$ cat config.mk
export PLATFORM = sky130hd
export DESIGN_NAME = mc_datapath_regs
export DESIGN_NICKNAME = d
export VERILOG_FILES = /design/src/rtl/mc_pkg.sv /design/src/rtl/mc_en_reg.sv /design/src/rtl/mc_datapath_regs.sv
export SDC_FILE = /design/constraint.sdc
export NUM_CORES = 1
export LEC_CHECK = 0
export ABC_AREA = 1
export CORE_AREA = 2 2 178 180
export DETAILED_ROUTE_END_ITERATION = 6
export DIE_AREA = 0 0 180 182
export PLACE_DENSITY_LB_ADDON = 0.25
export SYNTH_ARGS = -nofsm -noshare
export SYNTH_HDL_FRONTEND = slang
export SYNTH_SLANG_ARGS = --single-unit
$ cat constraint.sdc
create_clock -name clk -period 2.07 [get_ports clk]
set_clock_uncertainty 0.1 [all_clocks]
set_input_delay 0.207 -clock clk [delete_from_list [all_inputs] [get_ports clk]]
set_output_delay 0.207 -clock clk [all_outputs]
set_load 0.01 [all_outputs]
$ cat src/rtl/mc_pkg.sv
// Shared encodings and instruction-field positions for the multicycle datapath.
package mc_pkg;

    typedef enum logic [1:0] {
        PCSRC_ALU    = 2'b00,
        PCSRC_ALUOUT = 2'b01,
        PCSRC_JUMP   = 2'b10,
        PCSRC_RSVD   = 2'b11
    } pc_src_e;

    typedef enum logic [1:0] {
        SRCB_B       = 2'b00,
        SRCB_FOUR    = 2'b01,
        SRCB_IMM     = 2'b10,
        SRCB_IMM_SH2 = 2'b11
    } srcb_e;

    localparam int IR_OP_HI  = 31;
    localparam int IR_OP_LO  = 26;
    localparam int IR_RS_HI  = 25;
    localparam int IR_RS_LO  = 21;
    localparam int IR_RT_HI  = 20;
    localparam int IR_RT_LO  = 16;
    localparam int IR_RD_HI  = 15;
    localparam int IR_RD_LO  = 11;
    localparam int IR_IMM_HI = 15;
    localparam int IR_IMM_LO = 0;
    localparam int IR_FN_HI  = 5;
    localparam int IR_FN_LO  = 0;

    function automatic logic [31:0] sext16(input logic [15:0] imm);
        return {{16{imm[15]}}, imm};
    endfunction

endpackage

$ cat src/rtl/mc_en_reg.sv
// Enable register with asynchronous active-low reset to a parameterised value.
module mc_en_reg #(
    parameter int           W         = 32,
    parameter logic [W-1:0] RESET_VAL = '0
) (
    input  logic         clk,
    input  logic         reset,
    input  logic         en,
    input  logic [W-1:0] d,
    output logic [W-1:0] q
);

    always_ff @(posedge clk or negedge reset) begin
        if (!reset)
            q <= RESET_VAL;
        else if (en)
            q <= d;
    end

endmodule

$ cat src/rtl/mc_datapath_regs.sv
// Multicycle CPU state registers (PC, IR, MDR, A, B, ALUOut) and operand/writeback steering.
// Optional macro JUMP_EN enables the PCSource=10 jump target; otherwise that encoding holds pc.
module mc_datapath_regs #(
    parameter int          DATA_W   = 32,
    parameter logic [31:0] RESET_PC = 32'h0000_0000
) (
    input  logic              clk,
    input  logic              reset,
    input  logic              PCWrite,
    input  logic              PCwriteCond,
    input  logic              IorD,
    input  logic              IRWrite,
    input  logic              memToReg,
    input  logic              RegDest,
    input  logic              ALUsrcA,
    input  logic [1:0]        PCSource,
    input  logic [1:0]        ALUsrcB,
    input  logic [DATA_W-1:0] mem_rdata,
    input  logic [DATA_W-1:0] rf_rdata1,
    input  logic [DATA_W-1:0] rf_rdata2,
    input  logic [DATA_W-1:0] alu_result,
    input  logic              alu_zero,
    output logic [DATA_W-1:0] pc,
    output logic [DATA_W-1:0] ir,
    output logic [5:0]        opcode,
    output logic [5:0]        funct,
    output logic [4:0]        rs_addr,
    output logic [4:0]        rt_addr,
    output logic [DATA_W-1:0] mem_addr,
    output logic [DATA_W-1:0] mem_wdata,
    output logic [DATA_W-1:0] alu_a,
    output logic [DATA_W-1:0] alu_b,
    output logic [4:0]        rf_waddr,
    output logic [DATA_W-1:0] rf_wdata,
    output logic [DATA_W-1:0] alu_out,
    output logic [DATA_W-1:0] instr_count
);
    import mc_pkg::*;

    logic [DATA_W-1:0] mdr, a_q, b_q;
    logic [DATA_W-1:0] next_pc, imm_ext;
    logic              pc_src_ok, pc_we;

    // No handshake: controls arrive on negedge and everything is sampled on the next posedge.
    always_comb begin
        next_pc   = alu_result;
        pc_src_ok = 1'b1;
        case (pc_src_e'(PCSource))
            PCSRC_ALU:    next_pc = alu_result;
            PCSRC_ALUOUT: next_pc = alu_out;
`ifdef JUMP_EN
            PCSRC_JUMP:   next_pc = {pc[31:28], ir[IR_RS_HI:IR_IMM_LO], 2'b00};
`endif
            default:      pc_src_ok = 1'b0;
        endcase
    end

    // Reserved (and, without JUMP_EN, jump) encodings suppress the write entirely.
    assign pc_we = (PCWrite | (PCwriteCond & alu_zero)) & pc_src_ok;

    mc_en_reg #(.W(DATA_W), .RESET_VAL(RESET_PC)) u_pc (
        .clk(clk), .reset(reset), .en(pc_we), .d(next_pc), .q(pc));
    mc_en_reg #(.W(DATA_W), .RESET_VAL('0)) u_ir (
        .clk(clk), .reset(reset), .en(IRWrite), .d(mem_rdata), .q(ir));
    mc_en_reg #(.W(DATA_W), .RESET_VAL('0)) u_mdr (
        .clk(clk), .reset(reset), .en(1'b1), .d(mem_rdata), .q(mdr));
    mc_en_reg #(.W(DATA_W), .RESET_VAL('0)) u_a (
        .clk(clk), .reset(reset), .en(1'b1), .d(rf_rdata1), .q(a_q));
    mc_en_reg #(.W(DATA_W), .RESET_VAL('0)) u_b (
        .clk(clk), .reset(reset), .en(1'b1), .d(rf_rdata2), .q(b_q));
    mc_en_reg #(.W(DATA_W), .RESET_VAL('0)) u_alu_out (
        .clk(clk), .reset(reset), .en(1'b1), .d(alu_result), .q(alu_out));

    always_ff @(posedge clk or negedge reset) begin
        if (!reset)
            instr_count <= '0;
        else if (IRWrite)
            instr_count <= instr_count + 32'd1;
    end

    assign opcode    = ir[IR_OP_HI:IR_OP_LO];
    assign funct     = ir[IR_FN_HI:IR_FN_LO];
    assign rs_addr   = ir[IR_RS_HI:IR_RS_LO];
    assign rt_addr   = ir[IR_RT_HI:IR_RT_LO];
    assign imm_ext   = sext16(ir[IR_IMM_HI:IR_IMM_LO]);

    assign mem_addr  = IorD ? alu_out : pc;
    assign mem_wdata = b_q;
    assign alu_a     = ALUsrcA ? a_q : pc;
    assign rf_waddr  = RegDest ? ir[IR_RD_HI:IR_RD_LO] : ir[IR_RT_HI:IR_RT_LO];
    assign rf_wdata  = memToReg ? mdr : alu_out;

    always_comb begin
        alu_b = b_q;
        case (srcb_e'(ALUsrcB))
            SRCB_B:       alu_b = b_q;
            SRCB_FOUR:    alu_b = 32'd4;
            SRCB_IMM:     alu_b = imm_ext;
            SRCB_IMM_SH2: alu_b = {imm_ext[29:0], 2'b00};
            default:      alu_b = b_q;
        endcase
    end

endmodule

# Yosys cells after proc, flatten, opt, wreduce, memory -nomap -nowiden
# Index checks and enable logic that the tools add are counted.
# word_totals
inputBits	142
elab_cells	25
ff_bits	224
out_inout_bits	315
# classes
n_reduce_logical	3
n_eq_ne	4
n_bitwise	3
n_mux	7
add_sub_neg	1
# ops
cell	count
$mux W32	4
$pmux W32 S4	1
$add A32 B1 Y32 const B	1
$mux W5	1
$eq A2 B1 Y1 const B	2
$eq A2 B2 Y1 const B	2
$logic_not A2 Y1	2
$and A1 B1 Y1	2
$reduce_or A2 Y1	1
$mux W1	1
$or A1 B1 Y1	1

# Longest topological paths before layout
# Gate-level depths: netlist (run 1).
# logic_depth
depth_word	4
mapped_depth	9
ltp_nobuf	9

# By module
# Synthesis (run 1) repeated with hierarchy kept, for this count alone.
# hier_totals
hier_cells	1531
area_unflattened_um2	11705.0
# by_module_without_submodules
module	area_per_inst_um2	seq_area_each_um2	n_inst	cells_each
mc_en_reg	1292.5	800.8	6	136
mc_datapath_regs	3950.0	800.8	1	715

# Worst setup path after synthesis (run 1)
# OpenSTA, ideal clock, no wires.
# synth_path
path_type	flip-flop to flip-flop
startpoint	reg instr_count[0]
endpoint	reg instr_count[22]
stages_incl_launch_ff	9
setup_ps	127
setup_slack_ps	465
path_buffers	1
required_time_ps	1843
synth_period_minus_slack_ps	1605
t_arrival_ps	1378
cell_sequence	dfrtp_1 ha_1 nand3_1 nor2_2 nand2_1 nor2_2 buf_6 nand2_2 xnor2_2
# synth_between
elab_chain_cells	1
# synth_lines
element	line_no	rtl
from (decl)	mc_datapath_regs.sv:36	output logic [DATA_W-1:0] instr_count
from (signal assigned)	mc_datapath_regs.sv:78	instr_count <= instr_count + 32'd1;
$add A32 B1 Y32	mc_datapath_regs.sv:78	
# Every way passes these cells.
# A chain may end at the register's enable or synchronous reset.

# Final worst setup path (run 1)
# layout_path
startpoint	reg u_alu_out.q[8]
endpoint	out rf_wdata[8]
# layout_between
elab_chain_cells	1
# layout_lines
element	line_no	rtl
from (decl)	mc_en_reg.sv:10	output logic [W-1:0] q
from (signal assigned)	mc_en_reg.sv:15	q <= RESET_VAL;
from (signal assigned)	mc_en_reg.sv:17	q <= d;
$mux W32	mc_datapath_regs.sv:91	assign rf_wdata = memToReg ? mdr : alu_out;
to (decl)	mc_datapath_regs.sv:34	output logic [DATA_W-1:0] rf_wdata,
# Every way passes these cells.

==> impl_metrics.tcl, run 1 <==
set metrics [dict create \
    status "finished clean" \
    worst_pin_slew_ps 629.9 \
    critPathRequiredTime_ps 1760 \
    rsz0062_at_grt "false" \
    wirelength_mm 35.01 \
    ys_types 28 \
    die_y_um 182 \
    r2r_slack_ps 280 \
    grt-ovfl-total 0 \
    synth_area_per_cell_um2 8.981 \
    critPathMaxStageDelay_ps 560 \
    setup_viol 0 \
    h-tree-depth 1 \
    start_util 0.3003 \
    period_minus_slack_ps 2000 \
    drv_cap 0 \
    synth_top_cells_by_count "nand2_1, dfrtp_1, o21ai_0" \
    finalPower_mw 12.65 \
    num-fill-cells 2836 \
    wl_per_cell_um 17.92 \
    rr_endpoint "instr_count[22]$_DFFE_PN0P_" \
    finalMaxSlewViolations 0 \
    pin_count 457 \
    path_clk_slew_ps 60 \
    dieArea_mm2 0.03276 \
    cp_cell_sequence "inv_1 -> o21ai_0 -> clkdlybuf4s50_1" \
    cts-root-buf "clkbuf_16" \
    postRouteAntennaNets 0 \
    gp_congestion 0.9115 \
    antenna_found_initial 1 \
    portBuffers 456 \
    ys_seq_area_frac 0.6025 \
    multi_input_area_mm2 0.002928 \
    drt_iter0_drc 421 \
    rows 65 \
    reg2reg_depth 8 \
    syn_area_mm2 0.009304 \
    critical_path.endpoint "rf_wdata[8]" \
    grt_max_degree 73 \
    r2r_start "instr_count[0]$_DFFE_PN0P_" \
    slew_headroom 0.5801 \
    first_global_vias 8442 \
    worst_ep_arrival_time_ps 1690 \
    die_x_um 180 \
    drive_above_1_share 0.07028 \
    cts_tree "yes" \
    clkSinkCount 224 \
    cp-end-kind "primary output" \
    irDropWorstVdd_uv 503.1 \
    startpoint "u_alu_out.q[8]$_DFF_PN0_" \
    criticalPathCategory "reg -> out" \
    route.detailed.drc 0 \
    numCtsBuffers 27 \
    startpoint_type "flop" \
    fin_util 0.5104 \
    grt_usage 0.2061 \
    syn_nets 1179 \
    vias_per_cell 4.478 \
    synthFlopType "dfrtp_1" \
    vias 8750 \
    clockBufferDepth 3 \
    hold_viol 0 \
    fin_crit_sh 0.9662 \
    yosysMostFrequentCell "nand2_1" \
    ys_top_cells_by_area "dfrtp_1, nand2_1, o21ai_0, inv_1, buf_4" \
    netlist_instances 1036 \
    synth_seq_cells 224 \
    hold_path_class "in -> reg" \
    power.density_mw_per_mm2 799.8 \
    max_freq_mhz 500.0 \
    final_nets 1673 \
    synth_top_area_frac 0.6025 \
    seq_area_mm2 0.005608 \
    dpl.hpwl_mm 26.79 \
    power_leakage_nw 7.603 \
    area_growth_pct 70.00 \
    grt_pass1_wl_mm 52.46 \
    crit_path_max_fanout 3 \
    insertion_delay_ps 520 \
    synth-edff-count 0 \
    ys.warnings.count 0 \
    slowest_stage "clkdlybuf4s50_1" \
    async_reset_ff_frac 1.000 \
    dr.pass1.iters 5 \
    synth.largest_area_cell "dfrtp_1" \
    coreArea_mm2 0.03099 \
]
[timing repair]
action	in CTS	in global routing
hold buffers	45	0
buffers inserted	1	0
endpoints found under the setup margin	52	39
hold endpoints to repair	106	0
gates resized for setup	58	40
[state kept, by name (all words and copies together), names as in the netlist]
| register | count |
|---|---|
| u_b.q | 32 |
| u_ir.q | 32 |
| u_alu_out.q | 32 |
| u_mdr.q | 32 |
| instr_count | 32 |
| u_a.q | 32 |
| u_pc.q | 32 |
[report_power, final]
part           leakage, nW  switching [mW]  internal, mW
Sequential            2.69           0.260          4.72
Combinational         4.46            1.30          1.45
Clock                0.457            1.88          3.04
[metal layers]
metal,wire (um),track usage,vias to the layer above
li1,-,-,4250
met1,14720,0.2663,4117
met2,17360,0.3556,335
met3,2134,0.03730,48
met4,786,0.05561,0
met5,0,0,-
[how the worst min path moves through the flow]
stage	startpoint	end	slack [ps]	depth (start not counted)
2_1_floorplan	reset	instr_count[0]$_DFFE_PN0P_	-190	0
3_3_place_gp	reset	u_pc.q[18]$_DFFE_PN0P_	130	1
3_5_place_dp	reset	u_a.q[18]$_DFF_PN0_	130	1
4_1_cts	rf_rdata2[26]	u_b.q[26]$_DFF_PN0_	0.5	1
5_1_grt	rf_rdata2[30]	u_b.q[30]$_DFF_PN0_	3	1
6_report	rf_rdata2[8]	u_b.q[8]$_DFF_PN0_	20	1
[logic make-up after synthesis]
| kind of cell | after synthesis | share of synthesized area |
|---|---|---|
| compound gates | 203 | 0.1148 |
| xor+xnor | 22 | 0.02232 |
| fa+ha+maj | 1 | 0.001345 |
| buf+inv | 184 | 0.08472 |
| flops | 224 | 0.6025 |
| simple gates | 402 | 0.1743 |
[critical path: cells and delay by family (launching register included)]
kind / cells / cell delay (ps)
DFF: 1 / 380
buffers and inverters: 2 / 630
AOI/OAI and AO/OA: 1 / 160
[cell type report]
| class | instances | share of cell area |
|---|---|---|
| sequential | 224 | 0.3546 |
| tap | 402 | 0.03180 |
| antenna | 1 | 0.0001582 |
| multi-input combinational | 628 | 0.1851 |
| clock buffer | 36 | 0.04739 |
| inverter | 114 | 0.02705 |
| clock inverter | 14 | 0.01155 |
| timing repair buffer | 535 | 0.3424 |
[placed cells by master, fill, tap and decap left out, types with 3 or more instances in the layout]
| cell | instances |
|---|---|
| nor2_1 | 25 |
| clkinv_2 | 6 |
| clkbuf_16 | 27 |
| clkbuf_1 | 5 |
| nand2_1 | 329 |
| xor2_1 | 11 |
| dfrtp_1 | 222 |
| o21ai_0 | 182 |
| o21ai_1 | 5 |
| nand2_2 | 4 |
| inv_2 | 4 |
| o211ai_1 | 3 |
| o221ai_1 | 12 |
| nand4_1 | 8 |
| xnor2_1 | 9 |
| dlygate4sd2_1 | 50 |
| nor2_4 | 4 |
| buf_12 | 10 |
| nand3_1 | 19 |
| inv_1 | 109 |
| dlymetal6s2s_1 | 39 |
| bufinv_16 | 4 |
| buf_2 | 4 |
| nor2_2 | 7 |
| dlygate4sd3_1 | 45 |
| clkbuf_8 | 4 |
| clkdlybuf4s50_1 | 362 |
| buf_4 | 24 |
[through the flow]
stage,hold slack (ps),cell area (um2),setup TNS [ps],setup slack [ps],cells
global placement,133.3,14380,-2893,-146.3,1857
global route,3.187,15820,0,1.219,1954
floorplan,-188.6,9304,0,465.0,1036
CTS,0.5494,15720,0,1.282,1953
detailed placement,131.6,14380,-2760,-147.5,1857
finish,16.30,15820,0,69.94,1954
Note: power is estimated with default switching activity, not from simulation.
==> inputs of run 2 (changes only) <==
--- a/config.mk
+++ b/config.mk
@@ -6,9 +6,9 @@
 export NUM_CORES = 1
 export LEC_CHECK = 0
 export ABC_AREA = 1
-export CORE_AREA = 2 2 178 180
+export CORE_AREA = 2 2 177 179
 export DETAILED_ROUTE_END_ITERATION = 6
-export DIE_AREA = 0 0 180 182
+export DIE_AREA = 0 0 179 181
 export PLACE_DENSITY_LB_ADDON = 0.25
 export SYNTH_ARGS = -nofsm -noshare
 export SYNTH_HDL_FRONTEND = slang
==> constraint.sdc (replaced) <==
create_clock -name clk -period 2.45 [get_ports clk]
set_clock_uncertainty 0.1 [all_clocks]
set_input_delay 0.245 -clock clk [delete_from_list [all_inputs] [get_ports clk]]
set_output_delay 0.245 -clock clk [all_outputs]
set_load 0.01 [all_outputs]
==> run 2 against run 1 <==
Net effect: sequential share of layout area is 1.6 points higher; cell area fell by 4.3%; combinational power decreased by 16%; critical endpoint is now alu_b[7]; sequential power fell by 15%; first-iteration DRC count increased by 14%; worst setup slack improved by 45 ps; via count shrank 2.0%; largest power group unchanged.
==> impl_metrics.tcl, run 2 (same netlist as run 1, synthesis figures left out) <==
set metrics [dict create \
    status "finished clean" \
    crit_path_max_fanout 14 \
    fin_crit_sh 0.9532 \
    dr.pass1.iters 5 \
    numCtsBuffers 26 \
    setup_viol 0 \
    grt_usage 0.2070 \
    rows 64 \
    power.density_mw_per_mm2 692.8 \
    antenna_found_initial 1 \
    grt_max_degree 65 \
    wl_per_cell_um 18.19 \
    critPathMaxStageDelay_ps 580 \
    worst_ep_arrival_time_ps 1990 \
    clkSinkCount 224 \
    slew_headroom 0.6000 \
    cp-end-kind "primary output" \
    dp_slack_ps 32.77 \
    grt-ovfl-total 0 \
    critPathRequiredTime_ps 2110 \
    die_y_um 181 \
    irDropWorstVdd_uv 480.0 \
    gp_congestion 0.9356 \
    wirelength_mm 34.23 \
    postRouteAntennaNets 0 \
    critPathMostFrequentCell "clkdlybuf4s50_1" \
    criticalPathCategory "in -> out" \
    coreArea_mm2 0.03035 \
    die_x_um 179 \
    grt_pass1_wl_mm 51.27 \
    drive_above_1_share 0.05589 \
    first_global_vias 8425 \
    min_to "u_b.q[30]$_DFF_PN0_" \
    r2r_start "instr_count[0]$_DFFE_PN0P_" \
    cts_tree "yes" \
    portBuffers 456 \
    max_freq_mhz 428.2 \
    r2r_slack_ps 510 \
    final.setup.tns_ps 0 \
    hold_path_class "in -> reg" \
    reg2reg_depth 7 \
    dpl.hpwl_mm 26.25 \
    pin_count 457 \
    rsz0062_at_grt "false" \
    final_nets 1610 \
    cts-root-buf "clkbuf_16" \
    final_common_cell "clkdlybuf4s50_1" \
    slowest_stage "clkdlybuf4s50_1" \
    layout_common_cells "clkdlybuf4s50_1, nand2_1, dfrtp_1" \
    fin_ws_ps 114.7 \
    insertion_delay_ps 530 \
    hold_viol 0 \
    vias_per_cell 4.556 \
    whs_path_depth 1 \
    power_leakage_nw 6.756 \
    period_minus_slack_ps 2335 \
    drt_iter0_drc 480 \
    clockBufferDepth 3 \
    finalMaxSlewViolations 0 \
    fin_util 0.4988 \
    cp_cell_sequence "clkdlybuf4s50_1 -> nor2_1 -> inv_2 -> o221ai_1 -> clkdlybuf4s50_1" \
    path_clk_slew_ps 60 \
    route.detailed.drc 0 \
    drv_cap 0 \
    dieArea_mm2 0.03240 \
    startpoint_type "primary input" \
    vias 8575 \
    cts_setup_buffers 0 \
    start_util 0.3066 \
    h-tree-depth 1 \
    area_growth_pct 62.69 \
    hold-worst-slack_ps 47.64 \
    holdCritStartpoint "rf_rdata2[30]" \
    worst_pin_slew_ps 600.0 \
    rr_endpoint "instr_count[22]$_DFFE_PN0P_" \
]
-- run 2: changes by cell type in the layout (fill, tap and decap cells not counted), sizes merged, moves of 4 or more --
cell / change
clkdlybuf4s50: +89
dlymetal6s2s: -39
buf: -18
dlygate4sd2: -50
dlygate4sd3: -44
clkbuf: +4
-- run 2: worst max path at each step --
| stage | from | endpoint | slack (ps) | depth (start not counted) |
|---|---|---|---|---|
| final | ALUsrcB[0] | alu_b[7] | 110 | 5 |
| after global routing | ALUsrcB[1] | alu_b[29] | 70 | 7 |
| after CTS | ALUsrcB[1] | alu_b[5] | 10 | 5 |
| after detailed placement | ALUsrcB[1] | alu_b[12] | 30 | 5 |
| after global placement | ALUsrcB[1] | alu_b[5] | 70 | 5 |
| after floorplan | instr_count[0]$_DFFE_PN0P_ | instr_count[22]$_DFFE_PN0P_ | 840 | 8 |
-- run 2: metrics by stage --
step                      cells  area (um2)  total power, mW
after floorplan            1036        9304            5.040
after global placement     1834       14250            6.584
after detailed placement   1834       14250            6.602
after CTS                  1881       15130            10.63
after global routing       1882       15140            10.98
final                      1882       15140            10.49
-- run 2: cell type report --
type	count	area [um2]
clock buffer	40	764.5
tap	396	495.5
clock inverter	6	108.9
timing repair buffer	473	4805
multi-input combinational	628	2928
inverter	114	427.9
sequential	224	5605
antenna	1	2.502
fill	2848	15210
-- run 2: timing repair --
action / CTS / global route
resized for setup: 1 / 2
setup endpoints to repair: 5 / 14
cloned: 0 / 0
hold buffers: 1 / 0
endpoints found under the hold margin: 212 / 0
pin swaps: 0 / 0
-- run 2: worst max-delay path: cells and delay by family --
kind | cells | cell delay, ps
buffers and inverters | 3 | 1270
AND/OR/NAND/NOR | 1 | 260
AO/OA/AOI/OAI | 1 | 210
-- run 2: report_power, final --
part,internal [mW],switching (mW)
Combinational,1.22,1.08
Clock,2.45,1.52
Sequential,3.99,0.225
-- run 2: metal layers --
metal  global-route usage  share of wire  wire length, um  up-vias
li1                     -              -                -     4112
met1               0.2658           0.41            14100     4045
met2               0.3517           0.49            16770      365
met3              0.04588          0.077             2648       53
met4              0.05236          0.021              715        0
met5                    0              0                0        -
==> inputs of run 3 (changes only) <==
--- a/config.mk
+++ b/config.mk
@@ -6,9 +6,10 @@
 export NUM_CORES = 1
 export LEC_CHECK = 0
 export ABC_AREA = 1
-export CORE_AREA = 2 2 177 179
+export CORE_AREA = 2 2 179 181
 export DETAILED_ROUTE_END_ITERATION = 6
-export DIE_AREA = 0 0 179 181
+export DIE_AREA = 0 0 181 183
+export DONT_BUFFER_PORTS = 1
 export PLACE_DENSITY_LB_ADDON = 0.25
 export SYNTH_ARGS = -nofsm -noshare
 export SYNTH_HDL_FRONTEND = slang
==> run 3 against run 2 <==
Net effect: the run now ends with hold timing left; register-to-register slack is essentially flat; wire length shrank 11%; sequential share of layout area is 11 points higher; clock power rose by 5%; critical path depth decreased by 3; global-route usage decreased by 2.9 points.
==> impl_metrics.tcl, run 3 (same netlist as run 1, synthesis figures left out) <==
set metrics [dict create \
    finalMaxSlewViolations 0 \
    fin_ws_ps 349.1 \
    cts-root-buf "clkbuf_16" \
    die_y_um 183 \
    h-tree-depth 1 \
    worst_pin_slew_ps 658.3 \
    power.density_mw_per_mm2 812.3 \
    clockBufferDepth 3 \
    dpl.hpwl_mm 21.76 \
    cp-end-kind "primary output" \
    drive_above_1_share 0.05929 \
    vias_per_cell 4.706 \
    cts_setup_buffers 0 \
    path_clk_slew_ps 60 \
    antenna_found_initial 3 \
    fin_crit_sh 0.8575 \
    cp_cell_sequence "nand2_1 -> nand2_1" \
    p_clk_frac 0.435 \
    drt_iter0_drc 453 \
    die_x_um 181 \
    cpLargestDelayFamily "simple AND/OR/NAND/NOR gates" \
    pin_count 457 \
    wirelength_mm 30.53 \
    grt_max_degree 225 \
    numCtsBuffers 26 \
    critPathMaxStageDelay_ps 570 \
    critPathMostFrequentCell "nand2_1" \
    hold_buffers 131 \
    postRouteAntennaNets 0 \
    route.detailed.drc 0 \
    final_nets 1271 \
    rsz0062_at_grt "false" \
    finalPower_mw 9.550 \
    irDropWorstVdd_uv 540.3 \
    clkSinkCount 224 \
    pwr-share-comb 0.103 \
    insertion_delay_ps 520 \
    startpoint_type "flop" \
    critPathRequiredTime_ps 2110 \
    finish.instance_area_mm2 0.01176 \
    grt-ovfl-total 0 \
    grt_pass1_wl_mm 45.90 \
    vias 7304 \
    coreArea_mm2 0.03123 \
    power_leakage_nw 5.478 \
    hold_viol 224 \
    wl_per_cell_um 19.67 \
    portBuffers 0 \
    final_common_cell "nand2_1" \
    post_dp_cell_area_mm2 0.009494 \
    slew_headroom 0.5565 \
    cts_tree "yes" \
    drv_cap 0 \
    first_global_vias 7443 \
    rows 65 \
    dp_slack_ps 480.9 \
    worst-path-buf-inv 0 \
    p_switching_mw 2.593 \
    dr.pass1.iters 5 \
    start_util 0.2979 \
    cts_resized 0 \
    gp_congestion 0.8655 \
    setup_viol 0 \
    internal_power_mw 6.957 \
    slowest_stage "dfrtp_1" \
    status "complete, but fails checks" \
    criticalPathCategory "reg -> out" \
    power_frac_seq 0.462 \
    area_growth_pct 26.37 \
    period_minus_slack_ps 2101 \
    p_sw_frac 0.2715 \
    final.setup.tns_ps 0 \
    grt_usage 0.1775 \
    max_freq_mhz 476.0 \
    layout_common_cells "nand2_1, dfrtp_1, o21ai_0" \
    worst_ep_arrival_time_ps 1760 \
    hold-worst-slack_ps -673.7 \
    violations "hold timing" \
    crit_path_max_fanout 15 \
    dieArea_mm2 0.03312 \
    hold_path_class "in -> async" \
]
-- run 3: changes by cell type in the layout (fill, tap and decap cells not counted), moves of 2 or more --
cell             previous run  this run
buf_12                     10         1
buf_2                       4         0
buf_4                       6         2
clkbuf_1                    9         5
clkbuf_8                    4         6
clkdlybuf4s50_1           451         0
clkinvlp_4                  0         2
diode_2                     1         3
dlygate4sd3_1               1       130
nand2_1                   327       329
nand2_2                     6         4
-- run 3: area by class of cell --
cell class              instances  area (um2)
inverters                     114       427.9
diodes                          3       7.507
clock inverters                 9       150.1
repair buffers                134        1364
multi-input cells             628        2923
flip-flops and latches        224        5605
well taps                     402       503.0
clock buffers                  38       777.0
fillers                      3151       19470
-- run 3: per-stage QoR --
stage / util / cells / hold slack [ps]
after floorplan: - / 1036 / -150.6
after global placement: 0.3040 / 1371 / -146.7
after detailed placement: 0.3040 / 1371 / -146.7
after CTS: 0.3762 / 1549 / -705.2
after global routing: 0.3763 / 1550 / -712.7
final: 0.3765 / 1552 / -673.7
-- run 3: final timing paths --
kind | from | to | slack, ps | depth (start not counted)
max in group asynchronous | reset | instr_count[21]$_DFFE_PN0P_ | 2510 | 0
setup reg to reg | instr_count[0]$_DFFE_PN0P_ | instr_count[28]$_DFFE_PN0P_ | 520 | 8
hold / removal | reset | u_a.q[3]$_DFF_PN0_ | -670 | 0
min in group clk | rf_rdata2[20] | u_b.q[20]$_DFF_PN0_ | 180 | 1
setup / recovery | u_ir.q[15]$_DFFE_PN0P_ | alu_b[24] | 350 | 2
hold reg to reg | instr_count[29]$_DFFE_PN0P_ | instr_count[29]$_DFFE_PN0P_ | 460 | 2
-- run 3: power groups by stage --
stage | logic, mW | registers (mW) | clock network (mW)
6_report | 0.986 | 4.41 | 4.15
4_1_cts | 0.988 | 4.41 | 4.27
3_5_place_dp | 0.758 | 4.48 | 0
2_1_floorplan | 0.693 | 4.35 | 0
3_3_place_gp | 0.760 | 4.48 | 0
5_1_grt | 1.10 | 4.44 | 4.43
-- run 3: routing by layer --
| layer | routed length (um) | track usage | up-vias | share of wire |
|---|---|---|---|---|
| li1 | - | - | 3434 | - |
| met1 | 13110 | 0.2353 | 3482 | 0.43 |
| met2 | 14210 | 0.2866 | 329 | 0.47 |
| met3 | 2455 | 0.04805 | 57 | 0.080 |
| met4 | 741 | 0.05041 | 2 | 0.024 |
| met5 | 13 | 0 | - | 0.00043 |
-- run 3: worst reg2reg max path: stages, from the launching register on --
cell     delay, ps
dfrtp_1        470
ha_1           210
nand3_1        150
nor2_2         160
nand2_1         80
nor2_2         380
nand4_1        160
nand2_1        100
inv_1           40
==> edit, RTL diff (config.mk and constraints of run 1) <==
Register the input `alu_result` before use. The logic sees it one clock later. The other inputs are not delayed to match.
--- a/src/rtl/mc_datapath_regs.sv
+++ b/src/rtl/mc_datapath_regs.sv
@@ -39,2 +39,8 @@
 
+    logic [DATA_W-1:0] alu_result_q;
+
+    always_ff @(posedge clk) begin
+        alu_result_q <= alu_result;
+    end
+
     logic [DATA_W-1:0] mdr, a_q, b_q;
@@ -45,6 +51,6 @@
     always_comb begin
-        next_pc   = alu_result;
+        next_pc   = alu_result_q;
         pc_src_ok = 1'b1;
         case (pc_src_e'(PCSource))
-            PCSRC_ALU:    next_pc = alu_result;
+            PCSRC_ALU:    next_pc = alu_result_q;
             PCSRC_ALUOUT: next_pc = alu_out;
@@ -71,3 +77,3 @@
     mc_en_reg #(.W(DATA_W), .RESET_VAL('0)) u_alu_out (
-        .clk(clk), .reset(reset), .en(1'b1), .d(alu_result), .q(alu_out));
+        .clk(clk), .reset(reset), .en(1'b1), .d(alu_result_q), .q(alu_out));
 
Formal check against the unedited RTL: not equivalent (a bounded check fails within 4 cycles, from zero or initial values and one cycle with reset low).
==> edit against run 1 <==
  * Register-to-register slack improved by 0.02 ns
  * Area after synthesis increased by 7.5%
  * Final area is 6.0% higher
  * Core utilization rose by 3.0 points
  * Sequential cell count increased by 32
  * Power rose by 5.7%
  * Worst setup slack worse by 0.0034 ns
  * Count of clock-buffer cells in the layout grew 7
  * Via count grew 3.5%
  * Highest routed layer unchanged
  * Clock power about the same
  * Routed wire length increased by 1.6%
==> edit: results (changes against run 1) <==
inv_count: 119  # was 114
placed_area_um2: 15060  # was 14380 µm²
run_status: "completed"  # unchanged
ys_seq_area_share_pct: 62.42  # was 60.25%
multi_input_cells: 648  # was 628
grt_start_max_net_pins: 65  # was 73
synth-xor-area-share_pct: 1.663  # was 2.232%
ys_types: 27  # was 28
cts_root_buf: "clkbuf_16"  # unchanged
place_ws_ns: -0.1114  # was -0.1475 ns
dp.final_hpwl_um: 26940  # was 26790 µm
wl_met1_um: 14940  # was 14720 µm
gp_congestion: 0.8984  # was 0.9115
synthTopCellsByCount: "nand2_1 (342), dfrtp_1 (224), o21ai_0 (188)"  # was nand2_1 (330), dfrtp_1 (224), o21ai_0 (187)
synthAdderAreaFrac_pct: 0.1250  # was 0.1345%
layout.nets: 1750  # was 1673
flops_and_latches: 256  # was 224
grt_pass1_vias: 9072  # was 8442
drtIter0Drc: 480  # was 421
synth-async-reset-ratio_pct: 87.50  # was 100.0%
grt_util_met2_pct: 36.51  # was 35.56%
signal_buffer_area_fraction_pct: 33.74  # was 34.24%
wl_met2_um: 17600  # was 17360 µm
clock_latency_ns: 0.54  # was 0.52 ns
ff_latch_area_um2: 6248  # was 5608 µm²
numCtsBuffers: 29  # was 27
track_usage_pct: 21.12  # was 20.61%
wl_met3_um: 2139  # was 2134 µm
timing.hold.ws_ns: 0.01919  # was 0.01630 ns
ir_drop_mv: 0.5742  # was 0.5031 mV
reg2reg_slack_ns: 0.30  # was 0.28 ns
synth_nets: 1235  # was 1179
clkbuf_count: 43  # was 36
synth-compound-area-share_pct: 10.78  # was 11.48%
final.setup.worst_slack_ns: 0.06656  # was 0.06994 ns
multi_input_area_share_pct: 17.80  # was 18.51%
viasPerCell: 4.459  # was 4.478
grt_use_met1_pct: 27.03  # was 26.63%
antenna_found_initial: 1  # unchanged
ctsResizeCount: 48  # was 58
cts_setup_buffers: 2  # was 1
syn_avg_cell_area_um2: 9.163  # was 8.981 µm²
clk_share_pct: 5.495  # was 5.894%
hold_buffers: 68  # was 45
n_all_buffers: 553  # was 535
use_met3_pct: 4.071  # was 3.730%
route.detailed.wl_per_inst_um: 17.50  # was 17.92 µm
drive_gt1_share_pct: 6.016  # was 7.028%
num-fill-cells: 2792  # was 2836
ys_top_cells_by_area: "dfrtp_1 (56%), nand2_1 (13%), o21ai_0 (9.4%)"  # was dfrtp_1 (60%), nand2_1 (13%), o21ai_0 (10%)
relSlewSlack_pct: 66.94  # was 58.01%
grt_pass1_wl_um: 54470  # was 52460 µm
-- edit: cell types whose count changed in the layout (fill, tap and decap cells not counted), sizes merged, moves of 3 or more --
cell | run 1 | this run
clkbuf | 36 | 44
nor3 | 3 | 6
nor2 | 36 | 43
dlygate4sd3 | 45 | 68
nand2 | 333 | 344
nand3 | 20 | 17
dlymetal6s2s | 39 | 49
inv | 115 | 119
dlygate4sd2 | 50 | 42
clkdlybuf4s50 | 362 | 359
buf | 39 | 34
dfxtp | 0 | 32
bufinv | 4 | 1
-- edit: final timing paths --
path / end / from / cells after the start
max in group asynchronous: u_b.q[8]$_DFF_PN0_ / reset / 3
worst min-delay path: u_a.q[5]$_DFF_PN0_ / rf_rdata1[5] / 1
worst min register to register: u_alu_out.q[23]$_DFF_PN0_ / alu_result_q[23]$_DFF_P_ / 0
worst max register to register: instr_count[24]$_DFFE_PN0P_ / instr_count[0]$_DFFE_PN0P_ / 8
worst max-delay path: rf_wdata[9] / u_alu_out.q[9]$_DFF_PN0_ / 3
min in group asynchronous: u_pc.q[20]$_DFFE_PN0P_ / reset / 2
-- edit: worst max-delay path, cell delays in order (launching register included) --
cell and delay [ns]:
dfrtp_1 0.37, inv_1 0.06, o21ai_0 0.13, clkdlybuf4s50_1 0.60
-- edit: through the flow --
step | TNS [ns] | total power, mW | cells
after floorplan | 0 | 6.654 | 1092
final | 0 | 13.37 | 2032
after CTS | 0 | 13.56 | 2030
after global placement | -1.440 | 8.480 | 1907
after global routing | -0.02173 | 14.01 | 2032
after detailed placement | -1.427 | 8.507 | 1907
-- edit: where the power goes --
group	total, mW	switching, mW	leakage [nW]	internal (mW)
Combinational	2.78	1.30	4.61	1.48
Sequential	5.66	0.284	2.95	5.37
Clock	4.93	2.02	0.460	2.91
